`src/rtl/char_cell_plotter.sv`:
```
// Sweeps one CELL_W x CELL_H glyph cell, querying a combinational glyph LUT per
// offset and emitting framebuffer writes through a one-stage output register.
module char_cell_plotter #(
    parameter int          CELL_W    = 10,
    parameter int          CELL_H    = 10,
    parameter bit          DRAW_BG   = 1'b0,
    parameter logic [5:0]  BG_COLOUR = 6'b000000
) (
    input  logic       clk,
    input  logic       reset,
    input  logic       start,
    input  logic [5:0] char_code,
    input  logic [7:0] origin_x,
    input  logic [7:0] origin_y,
    output logic [5:0] glyph_code,
    output logic [7:0] glyph_dx,
    output logic [7:0] glyph_dy,
    input  logic       glyph_en,
    input  logic [5:0] glyph_colour,
    output logic [7:0] plot_x,
    output logic [7:0] plot_y,
    output logic [5:0] plot_colour,
    output logic       plot_write,
    input  logic       plot_ready,
    output logic       busy,
    output logic       done,
    output logic [1:0] dbg_state
);

    typedef enum logic [1:0] {IDLE, SCAN, DRAIN, DONE} state_t;

    state_t     state_q;
    logic [5:0] code_q;
    logic [7:0] org_x_q;
    logic [7:0] org_y_q;
    logic [7:0] dx_q;
    logic [7:0] dy_q;
    logic [7:0] plot_x_q;
    logic [7:0] plot_y_q;
    logic [5:0] plot_colour_q;
    logic       plot_write_q;
    logic       busy_q;
    logic       done_q;

    logic       stall;
    logic       last_col;
    logic       last_row;
    logic       emit_d;
    logic [7:0] plot_x_d;
    logic [7:0] plot_y_d;
    logic [5:0] colour_d;

    // Valid/ready: plot_write is valid, a pixel transfers on a cycle where
    // plot_write && plot_ready; while valid and not ready everything holds.
    assign stall    = plot_write_q && !plot_ready;
    assign last_col = (dx_q == 8'(CELL_W - 1));
    assign last_row = (dy_q == 8'(CELL_H - 1));
    assign emit_d   = glyph_en || DRAW_BG;
    assign plot_x_d = org_x_q + dx_q;
    assign plot_y_d = org_y_q + dy_q;
    assign colour_d = glyph_en ? glyph_colour : BG_COLOUR;

    always_ff @(posedge clk) begin
        if (reset) begin
            state_q       <= IDLE;
            code_q        <= '0;
            org_x_q       <= '0;
            org_y_q       <= '0;
            dx_q          <= '0;
            dy_q          <= '0;
            plot_x_q      <= '0;
            plot_y_q      <= '0;
            plot_colour_q <= '0;
            plot_write_q  <= 1'b0;
            busy_q        <= 1'b0;
            done_q        <= 1'b0;
        end else begin
            case (state_q)
                IDLE: begin
                    done_q <= 1'b0;
                    if (start) begin
                        code_q  <= char_code;
                        org_x_q <= origin_x;
                        org_y_q <= origin_y;
                        dx_q    <= '0;
                        dy_q    <= '0;
                        busy_q  <= 1'b1;
                        state_q <= SCAN;
                    end
                end
                SCAN: begin
                    if (!stall) begin
                        plot_write_q <= emit_d;
                        if (emit_d) begin
                            plot_x_q      <= plot_x_d;
                            plot_y_q      <= plot_y_d;
                            plot_colour_q <= colour_d;
                        end
                        if (last_col) begin
                            dx_q <= '0;
                            if (last_row) begin
                                dy_q    <= '0;
                                state_q <= DRAIN;
                            end else begin
                                dy_q <= dy_q + 8'd1;
                            end
                        end else begin
                            dx_q <= dx_q + 8'd1;
                        end
                    end
                end
                DRAIN: begin
                    if (!stall) begin
                        plot_write_q <= 1'b0;
                        busy_q       <= 1'b0;
                        done_q       <= 1'b1;
                        state_q      <= DONE;
                    end
                end
                DONE: begin
                    done_q  <= 1'b0;
                    state_q <= IDLE;
                end
                default: state_q <= IDLE;
            endcase
        end
    end

    assign glyph_code  = code_q;
    assign glyph_dx    = dx_q;
    assign glyph_dy    = dy_q;
    assign plot_x      = plot_x_q;
    assign plot_y      = plot_y_q;
    assign plot_colour = plot_colour_q;
    assign plot_write  = plot_write_q;
    assign busy        = busy_q;
    assign done        = done_q;
    assign dbg_state   = state_q;

endmodule

```
`config.mk`:
```
export PLATFORM = sky130hd
export DESIGN_NAME = char_cell_plotter
export DESIGN_NICKNAME = d
export VERILOG_FILES = /design/src/rtl/char_cell_plotter.sv
export SDC_FILE = /design/constraint.sdc
export NUM_CORES = 1
export LEC_CHECK = 0
export CAP_MARGIN = 10
export CORE_MARGIN = 4
export CORE_UTILIZATION = 35
export CTS_BUF_LIST = sky130_fd_sc_hd__clkbuf_16
export CTS_CLUSTER_DIAMETER = 80
export CTS_CLUSTER_SIZE = 16
export DETAILED_ROUTE_END_ITERATION = 10
export PLACE_DENSITY_LB_ADDON = 0.1
export SYNTH_ARGS = -nofsm -noshare
export SYNTH_HDL_FRONTEND = slang
export SYNTH_SLANG_ARGS = --single-unit
```
`constraint.sdc`:
```
create_clock -name clk -period 3.58 [get_ports clk]
set_input_delay 0.537 -clock clk [delete_from_list [all_inputs] [get_ports clk]]
set_output_delay 0.537 -clock clk [all_outputs]
set_load 0.1 [all_outputs]
```
==> results.cfg <==
[routing]
antenna_violating_nets_post_route = 0
drc = 0
first_iter_violations = 73
routed_wirelength_um = 9171
drtPass1Iterations = 4
vias_per_cell = 5.185
wl_per_cell_um = 14.99
detailed_route_via_count = 3173

[timing]
worstMarginPinSlew_ns = 1.006
final.setup_skew_ns = 0.007510
fin_tns_setup_ns = 0
report.final.slew_viol_count = 0
setup_viol = 0
final.setup.worst_slack_ns = 0.9566
finalWorstPathRequiredPeriod_ns = 2.623
max_slew_margin = 0.3270
grt_setup_unrepaired = no
fmax_mhz = 381.2
number_of_hold_violations_in_the_final_report = 0
final.period_utilization = 0.7328

[cts]
ctsLongestPathBuffers = 2
total_cts_buffers = 9
cts_num_sinks = 65
cts_hold_buf = 0
clock-root-buffer = clkbuf_16
postCtsSetupRepairBufs = 0
htree_num_levels = 3
clk-insertion-delay-late_ns = 0.33
post_cts_resize_count = 0
tritoncts = built
clock_transition_at_the_register_clock_pins_on_the_worst_setup_and_hold_paths_after_cts_ns = 0.06

[finish]
syn2layout_area_growth_pct = 34.91
fillers = 969
drive_gt1_frac = 0.08282
antenna-diode-count = 0
finish.instance_area_um2 = 4627
final_core_util = 0.4937
design.final.nets = 534

[global_routing]
wire_length_of_the_first_global_routing_pass_um = 14990
busiest_layer = met2
global_route.usage.met2 = 0.2743
via_count_of_the_first_global_routing_pass = 3046
maximum_number_of_pins_on_one_net_before_global_route_repair = 31
initial_antenna_violation_count = 0
use_met1 = 0.2093
grt.total_usage = 0.1643
gr_util_met3 = 0.03492
global_route.overflow_total = 0

[synthesis]
synthesis.instances = 401
synth_compound_gate_area_share = 0.2032
synth.area.mux_share = 0.01313
yosysSeqAreaShare = 0.3794
synth_xor_xnor_area_share = 0.03320
synth.ff_latch_count = 65
ffs_w_async_s_r_synth = 0
synth_cell_types = 62
post_synthesis_instance_area_um2 = 3430
yosys_warnings = 0
synth-edff-count = 0
largest_family_of_logic_cells_by_synthesized_area = simple AND/OR/NAND/NOR gates
syn_nets = 457
synth_simple_gate_area_share = 0.2463
average_footprint_of_a_synthesized_cell_um2 = 8.552
dominantRegCellSynth = dfxtp_1
synthAdderAreaFrac = 0.08829

[setup_path]
worstPathArrival_ns = 2.09
timing.critical_path.slowest_stage_cell = clkdlybuf4s50_1
worst-setup-path-type = reg -> out
worst_setup_path_start_kind = register
worstPathCellList = clkdlybuf4s50_1
worstSetupEndpointType = output pin
worst_path_largest_cell_delay_ns = 1.21
reg2reg_slack_ns = 1.36
cp_data_required_time_ns = 3.04
crit_path_max_fanout = 9
worst_path_dominant_cell_family = buffers and inverters
cp_num_buf_inv = 1

[job]
drv.max_cap_violation_count = 0

[run_status]
status = completed

[die]
placementRows = 35
initial_core_util = 0.3660
die-width_um = 107.0
die_area_um2 = 11450
number_of_primary_i_o_pins = 82
die_height_um = 107.0
placeableCoreArea_um2 = 9371

[pwr]
comb_power_share = 0.435
power.net_switching_mw = 1.381
power_report.internal_total_mw = 1.746
powerDensity_nw_per_um2 = 675.9
ir_worst_vdd_mv = 0.3584
power_switching_share = 0.4417
static-leakage-power_nw = 1.700
power.clock.fraction = 0.271
sequentialPowerShare = 0.293

[place]
routabilityCongestion = 0.8333
port_buffers = 81
post-place-ws_ns = 1.091
dpl_cell_area_um2 = 4339
detailedPlacementHpwl_um = 6728

[worst_hold_path]
min-delay-path-class = reg -> reg
-- state kept, by name, indices dropped and copies added, names as in the netlist --
signal,cells
glyph_dy,8
org_y_q,8
plot_y,8
plot_colour,6
done,1
dbg_state,2
org_x_q,8
plot_write,1
plot_x,8
glyph_code,6
glyph_dx,8
busy,1
-- cells in the final DEF, fill, tap and decap left out, drive strengths merged, types with 3 or more instances in the layout --
| master | synthesis | final |
|---|---|---|
| xor2 | 4 | 4 |
| ha | 21 | 21 |
| buf | 11 | 4 |
| clkbuf | 7 | 9 |
| o31ai | 6 | 6 |
| nand3 | 16 | 16 |
| inv | 12 | 13 |
| and3 | 7 | 7 |
| o22ai | 3 | 3 |
| o211ai | 3 | 3 |
| mux2i | 3 | 3 |
| dfxtp | 65 | 65 |
| and2 | 3 | 3 |
| nor2 | 21 | 21 |
| nand2 | 76 | 76 |
| nor3b | 3 | 3 |
| nand4 | 6 | 6 |
| clkdlybuf4s50 | 0 | 80 |
| xnor2 | 9 | 9 |
| a21o | 4 | 4 |
| nand3b | 3 | 3 |
| clkinv | 0 | 5 |
| a211oi | 10 | 10 |
| o21a | 3 | 3 |
| nor4 | 5 | 5 |
| nand2b | 5 | 5 |
| a21oi | 48 | 48 |
| o21ai | 12 | 12 |
-- power groups by stage --
stage               combinational (mW)  clock, mW  sequential (mW)
global placement                  1.36          0            0.929
global route                      1.46      0.900            0.931
detailed placement                1.37          0            0.930
CTS                               1.37      0.867            0.917
floorplan                        0.557          0             1.41
finish                            1.36      0.849            0.917
-- cells in the mapped netlist, drive strengths merged, types with 3 or more instances --
cell type,n,share of area
nand2,76,0.083
dfxtp,65,0.38
a21oi,48,0.078
ha,21,0.077
nor2,21,0.030
nand3,16,0.023
inv,12,0.013
o21ai,12,0.018
buf,11,0.016
a211oi,10,0.022
xnor2,9,0.023
and3,7,0.013
clkbuf,7,0.0077
nand4,6,0.011
o31ai,6,0.013
nand2b,5,0.012
nor4,5,0.0091
a21o,4,0.0088
xor2,4,0.010
and2,3,0.0055
mux2i,3,0.0098
nand3b,3,0.0066
nor3b,3,0.011
o211ai,3,0.0066
o21a,3,0.0066
o22ai,3,0.0055
-- final cells by class --
class | count | area (um^2) | area share
well taps | 129 | 161.4 | 0.03488
clock buffers | 9 | 225.2 | 0.04867
inverters | 12 | 45.04 | 0.009735
repair buffers | 84 | 828.3 | 0.1790
multi-input cells | 306 | 2003 | 0.4329
clock inverters | 7 | 62.56 | 0.01352
flip-flops and latches | 65 | 1301 | 0.2812
-- path summary, 6_finish.rpt --
path,startpoint,cells past startpoint,to
max reg2reg,dbg_state[1],6,plot_y[5]
max,glyph_dy[4],1,glyph_dy[4]
min reg2reg,plot_y[3],2,plot_y[3]
min,plot_y[3],2,plot_y[3]
-- metal layers --
layer	wire, um	vias up
met5	0	-
met4	148	0
met3	435	13
met2	4304	74
met1	4282	1496
li1	-	1590
-- cell families (layout without fill, tap and decap cells) --
group / after synthesis / in the layout
mux: 4 / 4
simple gates: 160 / 160
flops: 65 / 65
fa+ha+maj: 23 / 23
buf+inv: 30 / 112
xor+xnor: 13 / 13
compound gates: 106 / 106
-- through the flow --
step	hold WS [ns]	power, mW	instances
finish	0.4511	3.127	612
global placement	0.4417	2.286	596
floorplan	0.4400	1.971	401
global route	0.4780	3.293	612
detailed placement	0.4483	2.298	596
CTS	0.4543	3.157	612
-- worst min-delay path, delay by kind of cell (launching register included) --
kind	cells	cell delay (ns)
flops	1	0.30
compound gates	1	0.05
simple gates	1	0.05
(Power assumes the default switching activity.)
